## config.mk

```make
export PLATFORM = sky130hd
export DESIGN_NAME = fetch_unit
export DESIGN_NICKNAME = d
export VERILOG_FILES = /design/src/rtl/fetch_pkg.sv /design/src/rtl/fetch_fifo.sv /design/src/rtl/fetch_unit.sv
export SDC_FILE = /design/constraint.sdc
export NUM_CORES = 1
export LEC_CHECK = 0
export ABC_AREA = 1
export CORE_MARGIN = 2
export CORE_UTILIZATION = 62
export CTS_CLUSTER_DIAMETER = 60
export CTS_CLUSTER_SIZE = 12
export DETAILED_ROUTE_END_ITERATION = 7
export MAX_ROUTING_LAYER = met4
export PLACE_DENSITY = 0.87
export SYNTH_ARGS = -nofsm -noshare
export SYNTH_HDL_FRONTEND = slang
export SYNTH_SLANG_ARGS = --single-unit
```

## constraint.sdc

```tcl
create_clock -name clk -period 10.7 [get_ports clk]
set_clock_uncertainty 0.15 [all_clocks]
set_input_delay 2.14 -clock clk [delete_from_list [all_inputs] [get_ports clk]]
set_output_delay 2.14 -clock clk [all_outputs]
set_load 0.05 [all_outputs]
```

## src/rtl/fetch_pkg.sv

```systemverilog
// Shared fetch-stage types: FSM states, default {pc, insn} entry layout and the PC increment.
package fetch_pkg;

    localparam int FETCH_AWIDTH = 32;
    localparam int FETCH_DWIDTH = 32;
    localparam int PC_STEP      = 4;

    typedef enum logic {
        RUN   = 1'b0,
        DRAIN = 1'b1
    } fetch_state_e;

    typedef struct packed {
        logic [FETCH_AWIDTH-1:0] pc;
        logic [FETCH_DWIDTH-1:0] insn;
    } fetch_entry_t;

endpackage

```

## src/rtl/fetch_fifo.sv

```systemverilog
// Synchronous FIFO with flush and occupancy count; the head entry is readable in the same cycle it is valid.
module fetch_fifo #(
    parameter int WIDTH = 64,
    parameter int DEPTH = 4
) (
    input  logic                   clk,
    input  logic                   rst,
    input  logic                   flush,
    input  logic                   push,
    input  logic [WIDTH-1:0]       push_data,
    input  logic                   pop,
    output logic [WIDTH-1:0]       head,
    output logic                   full,
    output logic                   empty,
    output logic [$clog2(DEPTH):0] count
);
    localparam int PW = $clog2(DEPTH);

    logic [WIDTH-1:0] mem [DEPTH];
    logic [PW-1:0]    wr_ptr_reg;
    logic [PW-1:0]    rd_ptr_reg;
    logic [PW:0]      count_reg;
    logic             do_push;
    logic             do_pop;

    assign do_pop  = pop && !empty;
    assign do_push = push && (!full || do_pop);

    // Storage is never reset; the pointers alone define which entries are live.
    always_ff @(posedge clk) begin
        if (do_push && !flush) begin
            mem[wr_ptr_reg] <= push_data;
        end
    end

    always_ff @(posedge clk) begin
        if (rst || flush) begin
            wr_ptr_reg <= '0;
            rd_ptr_reg <= '0;
            count_reg  <= '0;
        end else begin
            if (do_push) begin
                wr_ptr_reg <= wr_ptr_reg + 1'b1;
            end
            if (do_pop) begin
                rd_ptr_reg <= rd_ptr_reg + 1'b1;
            end
            count_reg <= count_reg + {{PW{1'b0}}, do_push} - {{PW{1'b0}}, do_pop};
        end
    end

    assign head  = mem[rd_ptr_reg];
    assign count = count_reg;
    assign empty = (count_reg == '0);
    assign full  = (count_reg == (PW+1)'(DEPTH));

endmodule

```

## src/rtl/fetch_unit.sv

```systemverilog
// Request/response instruction fetch with in-flight PC tracking, decode buffer and redirect flush/drain.
// Optional FETCH_MISALIGN_EN: a misaligned redirect target raises sticky misalign_o and halts fetch.
module fetch_unit
    import fetch_pkg::*;
#(
    parameter int                DWIDTH     = 32,
    parameter int                AWIDTH     = 32,
    parameter logic [AWIDTH-1:0] BASEADDR   = 32'h01000000,
    parameter int                IBUF_DEPTH = 4
) (
    input  logic              clk,
    input  logic              rst,
    input  logic              redirect_valid_i,
    input  logic [AWIDTH-1:0] redirect_pc_i,
    output logic              imem_req_valid_o,
    output logic [AWIDTH-1:0] imem_req_addr_o,
    input  logic              imem_req_ready_i,
    input  logic              imem_rsp_valid_i,
    input  logic [DWIDTH-1:0] imem_rsp_data_i,
`ifdef FETCH_MISALIGN_EN
    output logic              misalign_o,
`endif
    output logic              insn_valid_o,
    input  logic              insn_ready_i,
    output logic [AWIDTH-1:0] pc_o,
    output logic [DWIDTH-1:0] insn_o
);
    localparam int              CW      = $clog2(IBUF_DEPTH) + 1;
    localparam logic [CW-1:0]   DEPTH_C = CW'(IBUF_DEPTH);

    fetch_state_e             state_reg, state_next;
    logic [AWIDTH-1:0]        fetch_pc_reg;
    logic [AWIDTH-1:0]        last_pc_reg;
    logic [DWIDTH-1:0]        last_insn_reg;
    logic [CW-1:0]            stale_reg, stale_next;
    logic [CW-1:0]            occupancy, outstanding, outstanding_next;
    logic                     req_fire, drop, halt;
    logic                     ibuf_push, ibuf_pop, ibuf_full, ibuf_empty;
    logic                     shadow_full, shadow_empty;
    logic [AWIDTH-1:0]        shadow_head;
    logic [AWIDTH+DWIDTH-1:0] ibuf_head;
    logic                     unused_flags;

    // The shadow FIFO holds one PC per accepted request, so its count is the outstanding count.
    fetch_fifo #(.WIDTH(AWIDTH), .DEPTH(IBUF_DEPTH)) u_shadow (
        .clk(clk), .rst(rst), .flush(1'b0),
        .push(req_fire), .push_data(fetch_pc_reg),
        .pop(imem_rsp_valid_i), .head(shadow_head),
        .full(shadow_full), .empty(shadow_empty), .count(outstanding)
    );

    fetch_fifo #(.WIDTH(AWIDTH + DWIDTH), .DEPTH(IBUF_DEPTH)) u_ibuf (
        .clk(clk), .rst(rst), .flush(redirect_valid_i),
        .push(ibuf_push), .push_data({shadow_head, imem_rsp_data_i}),
        .pop(ibuf_pop), .head(ibuf_head),
        .full(ibuf_full), .empty(ibuf_empty), .count(occupancy)
    );

    assign unused_flags     = ^{ibuf_full, shadow_full, shadow_empty};
    assign req_fire         = imem_req_valid_o && imem_req_ready_i;
    assign drop             = redirect_valid_i || (stale_reg != '0);
    assign ibuf_push        = imem_rsp_valid_i && !drop;
    assign ibuf_pop         = insn_valid_o && insn_ready_i && !redirect_valid_i;
    assign outstanding_next = outstanding + {{(CW-1){1'b0}}, req_fire}
                                          - {{(CW-1){1'b0}}, imem_rsp_valid_i};

`ifdef FETCH_MISALIGN_EN
    logic misalign_reg;
    logic misalign_set;
    assign misalign_set = redirect_valid_i && (redirect_pc_i[1:0] != 2'b00);
    always_ff @(posedge clk) begin
        if (rst) begin
            misalign_reg <= 1'b0;
        end else if (misalign_set) begin
            misalign_reg <= 1'b1;
        end
    end
    assign halt       = misalign_reg || misalign_set;
    assign misalign_o = misalign_reg;
`else
    assign halt = 1'b0;
`endif

    // A redirect counts a request accepted this cycle as stale and drops this cycle's response.
    always_comb begin
        stale_next = stale_reg;
        if (redirect_valid_i) begin
            stale_next = outstanding_next;
        end else if (imem_rsp_valid_i && (stale_reg != '0)) begin
            stale_next = stale_reg - 1'b1;
        end
    end

    always_ff @(posedge clk) begin
        if (rst) begin
            state_reg <= RUN;
        end else begin
            state_reg <= state_next;
        end
    end

    always_comb begin
        state_next = state_reg;
        if (state_reg == RUN) begin
            if (redirect_valid_i && (stale_next != '0)) begin
                state_next = DRAIN;
            end
        end else if (stale_next == '0) begin
            state_next = RUN;
        end
        if (halt) begin
            state_next = DRAIN;
        end
    end

    always_comb begin
        imem_req_valid_o = (state_reg == RUN) && ((occupancy + outstanding) < DEPTH_C) && !rst;
        imem_req_addr_o  = fetch_pc_reg;
        insn_valid_o     = !ibuf_empty;
        pc_o             = ibuf_empty ? last_pc_reg   : ibuf_head[AWIDTH+DWIDTH-1:DWIDTH];
        insn_o           = ibuf_empty ? last_insn_reg : ibuf_head[DWIDTH-1:0];
    end

    always_ff @(posedge clk) begin
        if (rst) begin
            fetch_pc_reg  <= BASEADDR;
            stale_reg     <= '0;
            last_pc_reg   <= '0;
            last_insn_reg <= '0;
        end else begin
            if (redirect_valid_i) begin
                fetch_pc_reg <= redirect_pc_i;
            end else if (req_fire) begin
                fetch_pc_reg <= fetch_pc_reg + AWIDTH'(PC_STEP);
            end
            stale_reg <= stale_next;
            // Remember the displayed head so the outputs hold once the buffer drains.
            if (!ibuf_empty) begin
                last_pc_reg   <= ibuf_head[AWIDTH+DWIDTH-1:DWIDTH];
                last_insn_reg <= ibuf_head[DWIDTH-1:0];
            end
        end
    end

endmodule

```

### Yosys cells after proc, flatten, opt, wreduce, memory -nomap -nowiden

Memory sizes are Yosys's and may differ from the RTL's. A register that Yosys moved wholly into a read port is not among the register bits.
Index checks and enable logic that the tools add are counted.

| word-level totals | value |
|---|---|
| register bits | 114 |
| latch bits | 0 |
| memory bits (writable) | 384 |
| ROM bits | 0 |
| memories | 2 |

Memory list:

| name | words | width | read ports | clocked after memory_dff | write ports | RTL line | source |
|---|---|---|---|---|---|---|---|
| u_ibuf.mem | 4 | 64 | 1 | 1 | 1 | fetch_fifo.sv:19 | `logic [WIDTH-1:0] mem [DEPTH];` |
| u_shadow.mem | 4 | 32 | 1 | 1 | 1 | fetch_fifo.sv:19 |  |

| cells by class | value |
|---|---|
| add/subtract/negate cells | 13 |
| $mul | 0 |
| divide/modulo/power cells | 0 |
| magnitude comparators | 1 |
| equality and inequality tests | 2 |
| shift-type cells | 0 |
| multiplexer cells | 17 |
| bitwise operators | 1 |
| reduce and logical (&&, ||, !) cells | 30 |

Operators by type and width:

| cell | count |
|---|---|
| 32-bit 2-to-1 mux | 4 |
| 32-bit by 3-bit adder with 32-bit output (second input constant) | 1 |
| 1-bit logical AND | 13 |
| 3-bit by 1-bit adder with 3-bit output | 3 |
| 3-bit logical NOT | 3 |
| 3-bit by 1-bit subtractor with 3-bit output | 3 |
| 2-bit by 1-bit adder with 2-bit output (second input constant) | 4 |
| 2-bit 2-to-1 mux | 4 |
| 1-bit logical NOT | 7 |
| 1-bit 2-to-1 mux | 7 |
| 3-bit equality test (second input constant) | 2 |
| 3-bit 2-to-1 mux | 2 |
| 3-bit nonzero test | 2 |
| 1-bit logical OR | 4 |
| 3-bit adder | 1 |
| 3-bit less-than comparator (second input constant) | 1 |
| 3-bit by 1-bit subtractor with 3-bit output (second input constant) | 1 |
| 2-bit nonzero test | 1 |
| 1-bit inverter | 1 |

### Longest topological paths before layout

Gate-level depths: netlist of run 1.

| logic depth | value |
|---|---|
| depth after elaboration | 12 |
| gate-level depth with buffers | 13 |
| depth with buffers taken out | 13 |

### By module

Synthesis of run 1 repeated with hierarchy kept, for this count alone.

| unflattened totals | value |
|---|---|
| cells, all modules | 1905 |
| area, all modules | 20528.4 um^2 |

By module, submodules not included:

| module | times used | cells an instance | area each (um^2) | seq. area each (um^2) |
|---|---|---|---|---|
| fetch_fifo (u_ibuf) | 1 | 692 | 10002.1 | 7867.5 |
| fetch_fifo (u_shadow) | 1 | 382 | 5290.1 | 4023.9 |
| fetch_unit | 1 | 831 | 5236.3 | 2001.9 |

### Worst setup path after synthesis of run 1

OpenSTA, ideal clock, no wires.

| path | value |
|---|---|
| path kind | input -> register |
| start | input port redirect_valid_i |
| end | memory u_ibuf.mem[0][0], enable pin |
| library setup time | 0.486 ns |
| arrival time | 5.357 ns |
| data required time | 10.064 ns |
| path slack | 4.707 ns |
| cell stages on the path | 5 |
| path buffers | 0 |
| cell sequence | inv_2 nand3_1 a31oi_1 inv_2 nor2_1 |

| on the way | value |
|---|---|
| longest elaborated chain between the ends | 8 |

Ends and longest elaborated chain:

| item | RTL line | source |
|---|---|---|
| from (decl) | fetch_unit.sv:13 | `input logic redirect_valid_i,` |
| 1-bit logical NOT | fetch_fifo.sv:31, fetch_unit.sv:63 |  |
| 1-bit logical AND | fetch_unit.sv:63 | `assign ibuf_pop = insn_valid_o && insn_ready_i && !redirect_valid_i;` |
| 1-bit logical AND | fetch_fifo.sv:26 | `assign do_pop = pop && !empty;` |
| 1-bit logical OR | fetch_fifo.sv:27 | `assign do_push = push && (!full \|\| do_pop);` |
| 1-bit logical AND | fetch_fifo.sv:27 |  |
| 1-bit logical AND (*) | fetch_fifo.sv:31 | `if (do_push && !flush) begin` |
| 1-bit 2-to-1 mux (*) | fetch_fifo.sv:31 |  |
| 1-bit 2-to-1 mux (not written as such) (*) | fetch_fifo.sv:32 | `mem[wr_ptr_reg] <= push_data;` |
| to (decl) | fetch_fifo.sv:19 |  |

Mark *: on every way between the ends. The rest lies on a longest branch, timed or not.

==> results of run 1 <==
-- worst min-delay path, cell delays in order (launching register included) --
cell	delay [ns]
sky130_fd_sc_hd__dfxtp_1	0.30
sky130_fd_sc_hd__inv_1	0.06
sky130_fd_sc_hd__a21oi_1	0.07
-- metrics by stage --
step | cell area, um^2 | hold WS [ns]
2_1_floorplan | 20300 | 0.286
5_1_grt | 23600 | 0.332
3_5_place_dp | 22300 | 0.301
4_1_cts | 23600 | 0.313
3_3_place_gp | 22300 | 0.289
6_report | 23600 | 0.316
-- kinds of logic after synthesis --
family,share of synthesized area
adders and majority gates,0.0140
and+or+nand+nor,0.161
xor gates and xnor gates,0.00431
DFF,0.683
AOI/OAI and AO/OA,0.0988
buffers and inverters,0.0385
-- worst paths after layout --
check / startpoint / end / slack (ns) / depth (start not counted)
setup / recovery: register / pc_o[8] / 4.50 / 7
hold / removal: u_ibuf.rd_ptr_reg[1]$_SDFFE_PP0P_ / register / 0.32 / 2
setup reg to reg: register / u_ibuf.mem[2][56]$_DFFE_PP_ / 7.61 / 5
hold reg to reg: u_ibuf.rd_ptr_reg[1]$_SDFFE_PP0P_ / register / 0.32 / 2
-- synthesized netlist by cell type, types with 24 or more instances --
| library cell | count | share of area |
|---|---|---|
| sky130_fd_sc_hd__nor2_1 | 347 | 0.064 |
| sky130_fd_sc_hd__dfxtp_1 | 118 | 0.12 |
| sky130_fd_sc_hd__inv_1 | 64 | 0.012 |
| sky130_fd_sc_hd__buf_2 | 24 | 0.0059 |
| sky130_fd_sc_hd__o32ai_1 | 64 | 0.028 |
| sky130_fd_sc_hd__o21ai_0 | 146 | 0.036 |
| sky130_fd_sc_hd__o22ai_1 | 32 | 0.0098 |
| sky130_fd_sc_hd__nand2_1 | 386 | 0.071 |
| sky130_fd_sc_hd__clkbuf_1 | 49 | 0.0090 |
| sky130_fd_sc_hd__nand3_1 | 45 | 0.011 |
| sky130_fd_sc_hd__a21oi_1 | 86 | 0.021 |
| sky130_fd_sc_hd__edfxtp_1 | 384 | 0.57 |
-- per-layer routing --
layer,track usage,up-vias
li1,-,6737
met1,0.345,6874
met2,0.439,786
met3,0.0391,91
met4,0.0886,0
met5,-,-
-- power groups by stage --
stage / Clock, W / Sequential, W / Combinational, W
global placement: 0 / 0.00236 / 0.000760
floorplan: 0 / 0.00239 / 0.000516
CTS: 0.00153 / 0.00233 / 0.000801
detailed placement: 0 / 0.00237 / 0.000790
finish: 0.00152 / 0.00233 / 0.000804
global route: 0.00160 / 0.00234 / 0.000872
-- layout make-up --
cell class,count,area [um^2],area share
clock buffers,86,1350,0.0573
clock inverters,2,25.0,0.00106
inverters,74,284,0.0120
multi-input cells,1189,5710,0.242
flip-flops and latches,502,13900,0.588
well taps,442,553,0.0234
repair buffers,185,1800,0.0763
==> run summary, run 1 <==
Share of final-layout standard cells stronger than drive strength 1 -> 0.0579
Synthesized instance count -> 1862
Post-layout utilization of the core -> 0.728
Effective utilization at floorplan -> 0.627
Total number of vias -> 14500
Part of the total power dissipated in combinational logic -> 0.173
Outcome -> completed
Unrepaired setup endpoints after global routing -> no
Post-cts hold buffer count -> 0
Maximum cell stage delay along the critical path -> 0.87 ns
Post-CTS setup-driven buffer insertion count -> 0
Number of detailed-routing iterations run before antenna repair -> 5
Clock Sinks -> 502
Shortest clock period the worst path allows after layout -> 6.20 ns
Number of global-route vias before repair -> 13900
Final setup slack of the worst path -> 4.50 ns
CP Data Arrival Time -> 3.91 ns
Synth-to-Final Area Change -> 16.2%
Max reg flops -> 256
Total power draw -> 0.00465 W
Count of yosys warnings during synthesis -> 0
Wire length on met2 -> 21600 um
Power density relative to cell area -> 197 nW/um^2
Share of synthesized area occupied by flip-flops and latches -> 0.683
Synthesized netlist net count -> 1953
Share of the clock period used by the worst path -> 0.579
Total clock buffers created by CTS -> 47
Maximum clock path buffer count -> 3
Residual DRC -> 0
Path type of the worst setup path -> reg2out
Met3 wire length -> 4410 um
EDFF count, synth -> 384
Number of slew-limit violations in the final report -> 0
Maximum achievable frequency -> 0.161 GHz
Resized cells post-CTS -> 0
Non-Filler Instances -> 2480
Clock slew at the register clock pins of the worst setup and hold paths -> 0.06 ns
Violation count after the first detailed-routing iteration -> 1412
Uppermost routed layer -> met4
Post-synthesis async set-or-reset flop share -> 0
Antenna diode instance count -> 0
Buffers and inverters on the worst path -> 3
Setup Viol. Count Final -> 0
Max-slew headroom -> 0.244
Worst endpoint required time -> 8.41 ns
Routability-driven placement congestion ratio -> 0.927
Main flop type after synthesis -> sky130_fd_sc_hd__edfxtp_1
Placed cells -> 2392
Switching component of the power -> 0.00129 W
Via-per-instance ratio -> 5.84
Fraction of power consumed by the clock network -> 0.326
GRT Overall Usage -> 0.267
Post-placement worst setup slack -> 4.59 ns
HPWL Detailed -> 25100 um
Hold Vio Cnt, Final -> 0
Most frequent cell on the critical path -> sky130_fd_sc_hd__nand2_1
CTS H-Tree Depth -> 2
Post-synthesis instance area -> 20300 um^2
I/O pins -> 168
Gate family responsible for the most delay along the worst path -> buffers and inverters
Number of maximum-capacitance constraint violations -> 0
Routed metal-1 wire length -> 17600 um
GR Overflow Total -> 0
Pin count of the biggest net entering global routing -> 107
Number of register bits inferred by synthesis -> 502
Biggest regs -> u_ibuf.mem (256), u_shadow.mem (128)
Synth cell types -> 42
Clock network latency to the later pin of the worst-skew pair -> 0.55 ns
Most common cell after layout, fill and taps aside -> sky130_fd_sc_hd__nand2_1
Die area -> 34300 um^2
Filler cell count -> 2028
Element type at the critical path start -> register
Number of input and output port buffers inserted -> 167
Sequential fraction of design power -> 0.501
CTS tree -> built
Post-route antenna net violation count -> 0
Switching share of total power -> 0.277
Antenna violations before repair -> 0
Leakage power summed over all cells -> 8.40 nW
Capturing element type of the critical path -> output port
Most flop-heavy register -> u_ibuf.mem
Vert. Die Dim -> 185 um
Routed WL -> 44600 um
Final nets -> 2090
Leading cell types in the layout, fill and taps excluded -> 386 x sky130_fd_sc_hd__nand2_1, 384 x sky130_fd_sc_hd__edfxtp_1, 339 x sky130_fd_sc_hd__nor2_1
Setup TNS after final layout -> 0 ns
Clk Tree Root Cell -> sky130_fd_sc_hd__clkbuf_16
Pin slew with the least headroom to its limit -> 1.13 ns
Mapped Avg Cell Area -> 10.9 um^2
Post-DR wirelength/cell -> 18.0 um
Core Area -> 32500 um^2
First-pass GRT wire length -> 69300 um
Worst VDD drop -> 109 uV
Number of placement rows -> 66
Hold crit path type -> reg2reg
Cell with the largest stage delay on the worst path -> sky130_fd_sc_hd__buf_4
Horizontal extent of the die -> 185 um
Internal Dissipation -> 0.00336 W
Cells along the critical path -> clkinv_2 > buf_4 > nor2_1 > o32ai_1 > nand2_1 > nand2_1 > clkdlybuf4s50_1
Worst-path maximum fanout -> 106
Note: power is estimated with default switching activity, not from simulation.
==> run 2: changes to the inputs <==
--- a/config.mk
+++ b/config.mk
@@ -7,12 +7,12 @@
 export LEC_CHECK = 0
 export ABC_AREA = 1
 export CORE_MARGIN = 2
-export CORE_UTILIZATION = 62
+export CORE_UTILIZATION = 58
 export CTS_CLUSTER_DIAMETER = 60
 export CTS_CLUSTER_SIZE = 12
 export DETAILED_ROUTE_END_ITERATION = 7
 export MAX_ROUTING_LAYER = met4
-export PLACE_DENSITY = 0.87
+export PLACE_DENSITY = 0.83
 export SYNTH_ARGS = -nofsm -noshare
 export SYNTH_HDL_FRONTEND = slang
 export SYNTH_SLANG_ARGS = --single-unit
==> constraint.sdc (replaced) <==
create_clock -name clk -period 6.3 [get_ports clk]
set_clock_uncertainty 0.15 [all_clocks]
set_input_delay 1.26 -clock clk [delete_from_list [all_inputs] [get_ports clk]]
set_output_delay 1.26 -clock clk [all_outputs]
set_load 0.05 [all_outputs]
==> run 2 against run 1 <==
Effect of this change:
- die area rose by 6.7%
- count of clock-buffer cells in the layout fell by 1
- largest power group unchanged
- critical endpoint is now pc_o[16]
- highest routed layer unchanged
- power rose by 71%
- sequential share of layout area fell by 0.17 points
==> run summary, run 2 (synthesis gave the netlist of run 1 again) <==
Residual DRC -> 0
Capturing element type of the critical path -> output port
CP Data Arrival Time -> 3.53 ns
Setup TNS after final layout -> 0 ns
GRT Overall Usage -> 0.257
Unrepaired setup endpoints after global routing -> no
Leakage power summed over all cells -> 8.43 nW
Path type of the worst setup path -> reg2out
Number of global-route vias before repair -> 14200
CTS tree -> built
Power density relative to cell area -> 335 nW/um^2
Number of slew-limit violations in the final report -> 0
Routed WL -> 45900 um
Maximum clock path buffer count -> 3
Die area -> 36600 um^2
Clock Sinks -> 502
Share of final-layout standard cells stronger than drive strength 1 -> 0.0598
Maximum achievable frequency -> 0.202 GHz
Clock network latency to the later pin of the worst-skew pair -> 0.55 ns
Outcome -> completed
Share of the clock period used by the worst path -> 0.784
I/O pins -> 168
Number of input and output port buffers inserted -> 167
CTS H-Tree Depth -> 2
Biggest regs -> u_ibuf.mem (256), u_shadow.mem (128)
Violation count after the first detailed-routing iteration -> 1371
Antenna diode instance count -> 0
Shortest clock period the worst path allows after layout -> 4.94 ns
Routability-driven placement congestion ratio -> 0.864
Cell with the largest stage delay on the worst path -> sky130_fd_sc_hd__buf_4
Number of maximum-capacitance constraint violations -> 0
Worst-path maximum fanout -> 118
Antenna violations before repair -> 0
Max reg flops -> 256
GR Overflow Total -> 0
Most flop-heavy register -> u_ibuf.mem
Worst endpoint required time -> 4.89 ns
Core Area -> 34500 um^2
Setup Viol. Count Final -> 0
First-pass GRT wire length -> 71900 um
Total clock buffers created by CTS -> 48
Final nets -> 2094
Cells along the critical path -> buf_4 > nor2_1 > o32ai_1 > nand2_1 > nand2_1 > clkdlybuf4s50_1
Clk Tree Root Cell -> sky130_fd_sc_hd__clkbuf_16
Maximum cell stage delay along the critical path -> 0.87 ns
HPWL Detailed -> 27000 um
Leading cell types in the layout, fill and taps excluded -> 386 x sky130_fd_sc_hd__nand2_1, 384 x sky130_fd_sc_hd__edfxtp_1, 339 x sky130_fd_sc_hd__nor2_1
Worst VDD drop -> 203 uV
Most frequent cell on the critical path -> sky130_fd_sc_hd__nand2_1
Post-DR wirelength/cell -> 18.4 um
Post-cts hold buffer count -> 0
Pin count of the biggest net entering global routing -> 119
Synth-to-Final Area Change -> 16.5%
Number of detailed-routing iterations run before antenna repair -> 6
Via-per-instance ratio -> 5.81
Placed cells -> 2408
Effective utilization at floorplan -> 0.589
Non-Filler Instances -> 2496
Post-CTS setup-driven buffer insertion count -> 0
Resized cells post-CTS -> 0
Horizontal extent of the die -> 191 um
Total number of vias -> 14500
Hold crit path type -> reg2reg
Post-route antenna net violation count -> 0
Most common cell after layout, fill and taps aside -> sky130_fd_sc_hd__nand2_1
Max-slew headroom -> 0.203
Clock slew at the register clock pins of the worst setup and hold paths -> 0.06 ns
Pin slew with the least headroom to its limit -> 1.20 ns
Number of placement rows -> 68
Element type at the critical path start -> register
Vert. Die Dim -> 191 um
Hold Vio Cnt, Final -> 0
==> run 2: cell types whose count changed in the layout (fill, tap and decap cells not counted), sizes merged <==
| cell | delta |
|---|---|
| clkbuf | -1 |
| buf | +3 |
| inv | +1 |
==> run 2: where the power goes <==
group / internal (W) / switching [W]
combinational: 0.000411 / 0.000967
clock: 0.00146 / 0.00115
sequential: 0.00386 / 0.000103
==> run 2: path summary, 6_finish.rpt <==
kind                                                         from  cells past startpoint                          to  slack, ns
worst max-delay path                                     register                      6                    pc_o[16]       1.36
worst min-delay path            u_ibuf.rd_ptr_reg[1]$_SDFFE_PP0P_                      2                    register       0.31
worst max register to register         u_ibuf.count[2]$_SDFF_PP0_                     10  u_ibuf.count[2]$_SDFF_PP0_       3.11
worst min register to register  u_ibuf.rd_ptr_reg[1]$_SDFFE_PP0P_                      2                    register       0.31
==> run 2: through the flow <==
stage               hold WS (ns)   util  cell area (um^2)  total power (W)  setup WS, ns
floorplan                  0.286      -             20300          0.00493          1.19
global placement           0.294  0.646             22300          0.00533          1.92
detailed placement         0.301  0.646             22300          0.00539          1.91
CTS                        0.314  0.686             23700          0.00797          1.34
global route               0.337  0.686             23700          0.00825          1.13
finish                     0.309  0.686             23700          0.00795          1.36
==> run 2: cell type report <==
class / instances / area, um^2
sequential: 502 / 13900
timing repair buffer: 188 / 1840
inverter: 74 / 284
tap: 455 / 569
fill: 2406 / 10800
clock buffer: 85 / 1360
clock inverter: 3 / 36.3
multi-input combinational: 1189 / 5710
==> run 2: critical path: cells and delay by family, from the launching register on <==
| family | cells | cell delay, ns |
|---|---|---|
| AO/OA/AOI/OAI | 1 | 0.31 |
| AND/OR/NAND/NOR | 3 | 0.45 |
| buffers and inverters | 2 | 1.70 |
| flip-flops | 1 | 0.42 |
==> run 2: layer usage <==
metal	GRT usage	part of all wire	vias up
met1	0.338	0.41	6959
met3	0.0356	0.085	72
met2	0.422	0.49	712
li1	-	-	6760
met5	-	0	-
met4	0.0698	0.017	0
==> patch, RTL diff (settings of run 1) <==
Build with the macro `FETCH_MISALIGN_EN` defined.
--- a/src/rtl/fetch_unit.sv
+++ b/src/rtl/fetch_unit.sv
@@ -1,5 +1,7 @@
 // Request/response instruction fetch with in-flight PC tracking, decode buffer and redirect flush/drain.
 // Optional FETCH_MISALIGN_EN: a misaligned redirect target raises sticky misalign_o and halts fetch.
+`define FETCH_MISALIGN_EN
+
 module fetch_unit
     import fetch_pkg::*;
 #(
Formal check against the unedited RTL (old outputs only; new: misalign_o): not equivalent (a bounded check fails within 4 cycles, from zero or initial values and one cycle with rst high).
==> patch against run 1 <==
Power shrank 1.1%; sequential share of layout area grew 0.091 points; synthesized area shrank 0.40%; largest cell class unchanged; routed wire length grew 0.40%; design area is essentially flat; core utilization grew 0.18 points; non-clock buffer count grew 1; setup slack gained 240 ps; sequential cell count grew 1; via count shrank 0.35%.
==> patch: results (changes against run 1) <==
status=complete, no violations; largest net degree at the start of global routing=109 (+1.9%); violation count after the first detailed-route iteration=1280 (-9.3%); Hold Path Depth=2 (unchanged); Post-Synth Adder-Cell Area=1.41% (+0.0056 points); Commonest cells post-synth=edfxtp_1 (384), nand2_1 (382), nor2_1 (352), o21ai_0 (143), dfxtp_1 (119); leak pwr=0.00848 µW (+0.93%); ys async rst share=0% (unchanged); crit-path max cell delay=810 ps (-60 ps); P_int=3360 µW (-0.28%); layout cells sized above 1=4.95% (-0.84 points); port bufs=168 (+0.60%); cells taking the most area after synthesis=edfxtp_1 (57%), dfxtp_1 (12%), nand2_1 (7.1%); Post-Place Cell Area=22200 µm² (-0.12%); Fillers=2048 (+0.99%); Hold Crit Start=last_insn_reg[22]; antenna violations before repair=0 (unchanged); crit path max fanout=37 (-65%); post-CTS resize count=0 (unchanged); Hold Crit Endpoint=last_insn_reg[22]; Synth Net Count=1955 (+0.10%); GRT Util Overall=27.1% (+0.35 points); vias per cell=5.82 (-0.43%); Avg WL per Cell=18.0 µm (+0.32%); mux contribution to synthesized area=0% (unchanged); FF-to-FF End=u_ibuf.mem[0][44]; vias in the first global route=14000 (+1.2%); Final Net Count=2093 (+0.14%); RePlAce Congestion=0.895 (-3.5%); slowest CP cell=clkdlybuf4s50_1; r2r setup slk=7410 ps (-200 ps); Critical Path AT=3670 ps (-240 ps); first-pass GRT wire length=69.9 mm (+0.87%); post-synth cell types=37 (-12%); Compound-Gate Fraction of Synth Area=9.86% (-0.022 points); worst-margin pin slew=1080 ps (-50.3 ps); maximum vdd drop=0.130 mV (+19%); CTS Buf Count=48 (+2.1%); Synth Area in XOR/XNOR=0.432% (+0.0017 points); HPWL Detailed=25.1 mm (+0.12%); register area share after synthesis=68.7% (+0.37 points)
-- patch: kinds of logic (layout without fill, tap and decap cells) --
logic type,Yosys count,after routing
and+or+nand+nor,813,813
DFF,503,503
AOI/OAI and AO/OA,339,339
buffers and inverters,178,354
adders and majority gates,21,21
xor gates and xnor gates,10,10
-- patch: worst max-delay path by stage --
| stage | from | cells after the start | endpoint | slack [ps] |
|---|---|---|---|---|
| finish | rst | 4 | imem_req_valid_o | 4740 |
| global route | flip-flop | 7 | pc_o[1] | 4490 |
| CTS | u_ibuf.count[1] | 7 | pc_o[20] | 4730 |
| detailed placement | rst | 4 | imem_req_valid_o | 4750 |
| global placement | rst | 4 | imem_req_valid_o | 4730 |
| floorplan | redirect_valid_i | 6 | u_ibuf.mem[0][0] | 4550 |
-- patch: power groups by stage --
stage	clock network [µW]	registers [µW]	logic, µW
after floorplan	0	2370	463
after global placement	0	2350	695
after detailed placement	0	2350	725
after CTS	1560	2310	736
after global routing	1640	2320	804
final	1550	2310	740
-- patch: through the flow --
| step | utilization, % | power [µW] | hold slack (ps) | std cells | setup WS [ps] |
|---|---|---|---|---|---|
| 3_3_place_gp | 68.7 | 3040 | 301 | 2394 | 4730 |
| 2_1_floorplan | - | 2830 | 286 | 1864 | 4550 |
| 4_1_cts | 73.0 | 4610 | 323 | 2482 | 4730 |
| 3_5_place_dp | 68.7 | 3080 | 312 | 2394 | 4750 |
| 6_report | 73.0 | 4600 | 320 | 2482 | 4740 |
| 5_1_grt | 73.0 | 4770 | 340 | 2482 | 4490 |
-- patch: layout make-up --
class | instances | area [µm²] | area share [%]
tap | 442 | 553 | 2.34
clock buffer | 84 | 1360 | 5.74
multi-input combinational | 1183 | 5640 | 23.9
sequential | 503 | 13900 | 58.9
clock inverter | 4 | 45.0 | 0.191
inverter | 80 | 302 | 1.28
timing repair buffer | 186 | 1810 | 7.68
-- patch: per-layer routing --
layer,track usage (%),vias up,routed length [µm],part of all wire [%]
met5,-,-,0,0
met2,45.7,707,22300,50
met4,8.41,0,1010,2.3
met1,34.2,6896,17400,39
met3,3.95,91,4040,9.0
li1,-,6744,-,-
-- patch: worst max-delay path, delay by kind of cell --
kind                   cells  cell delay, ps
buffers and inverters      2            1040
and+or+nand+nor            2             470
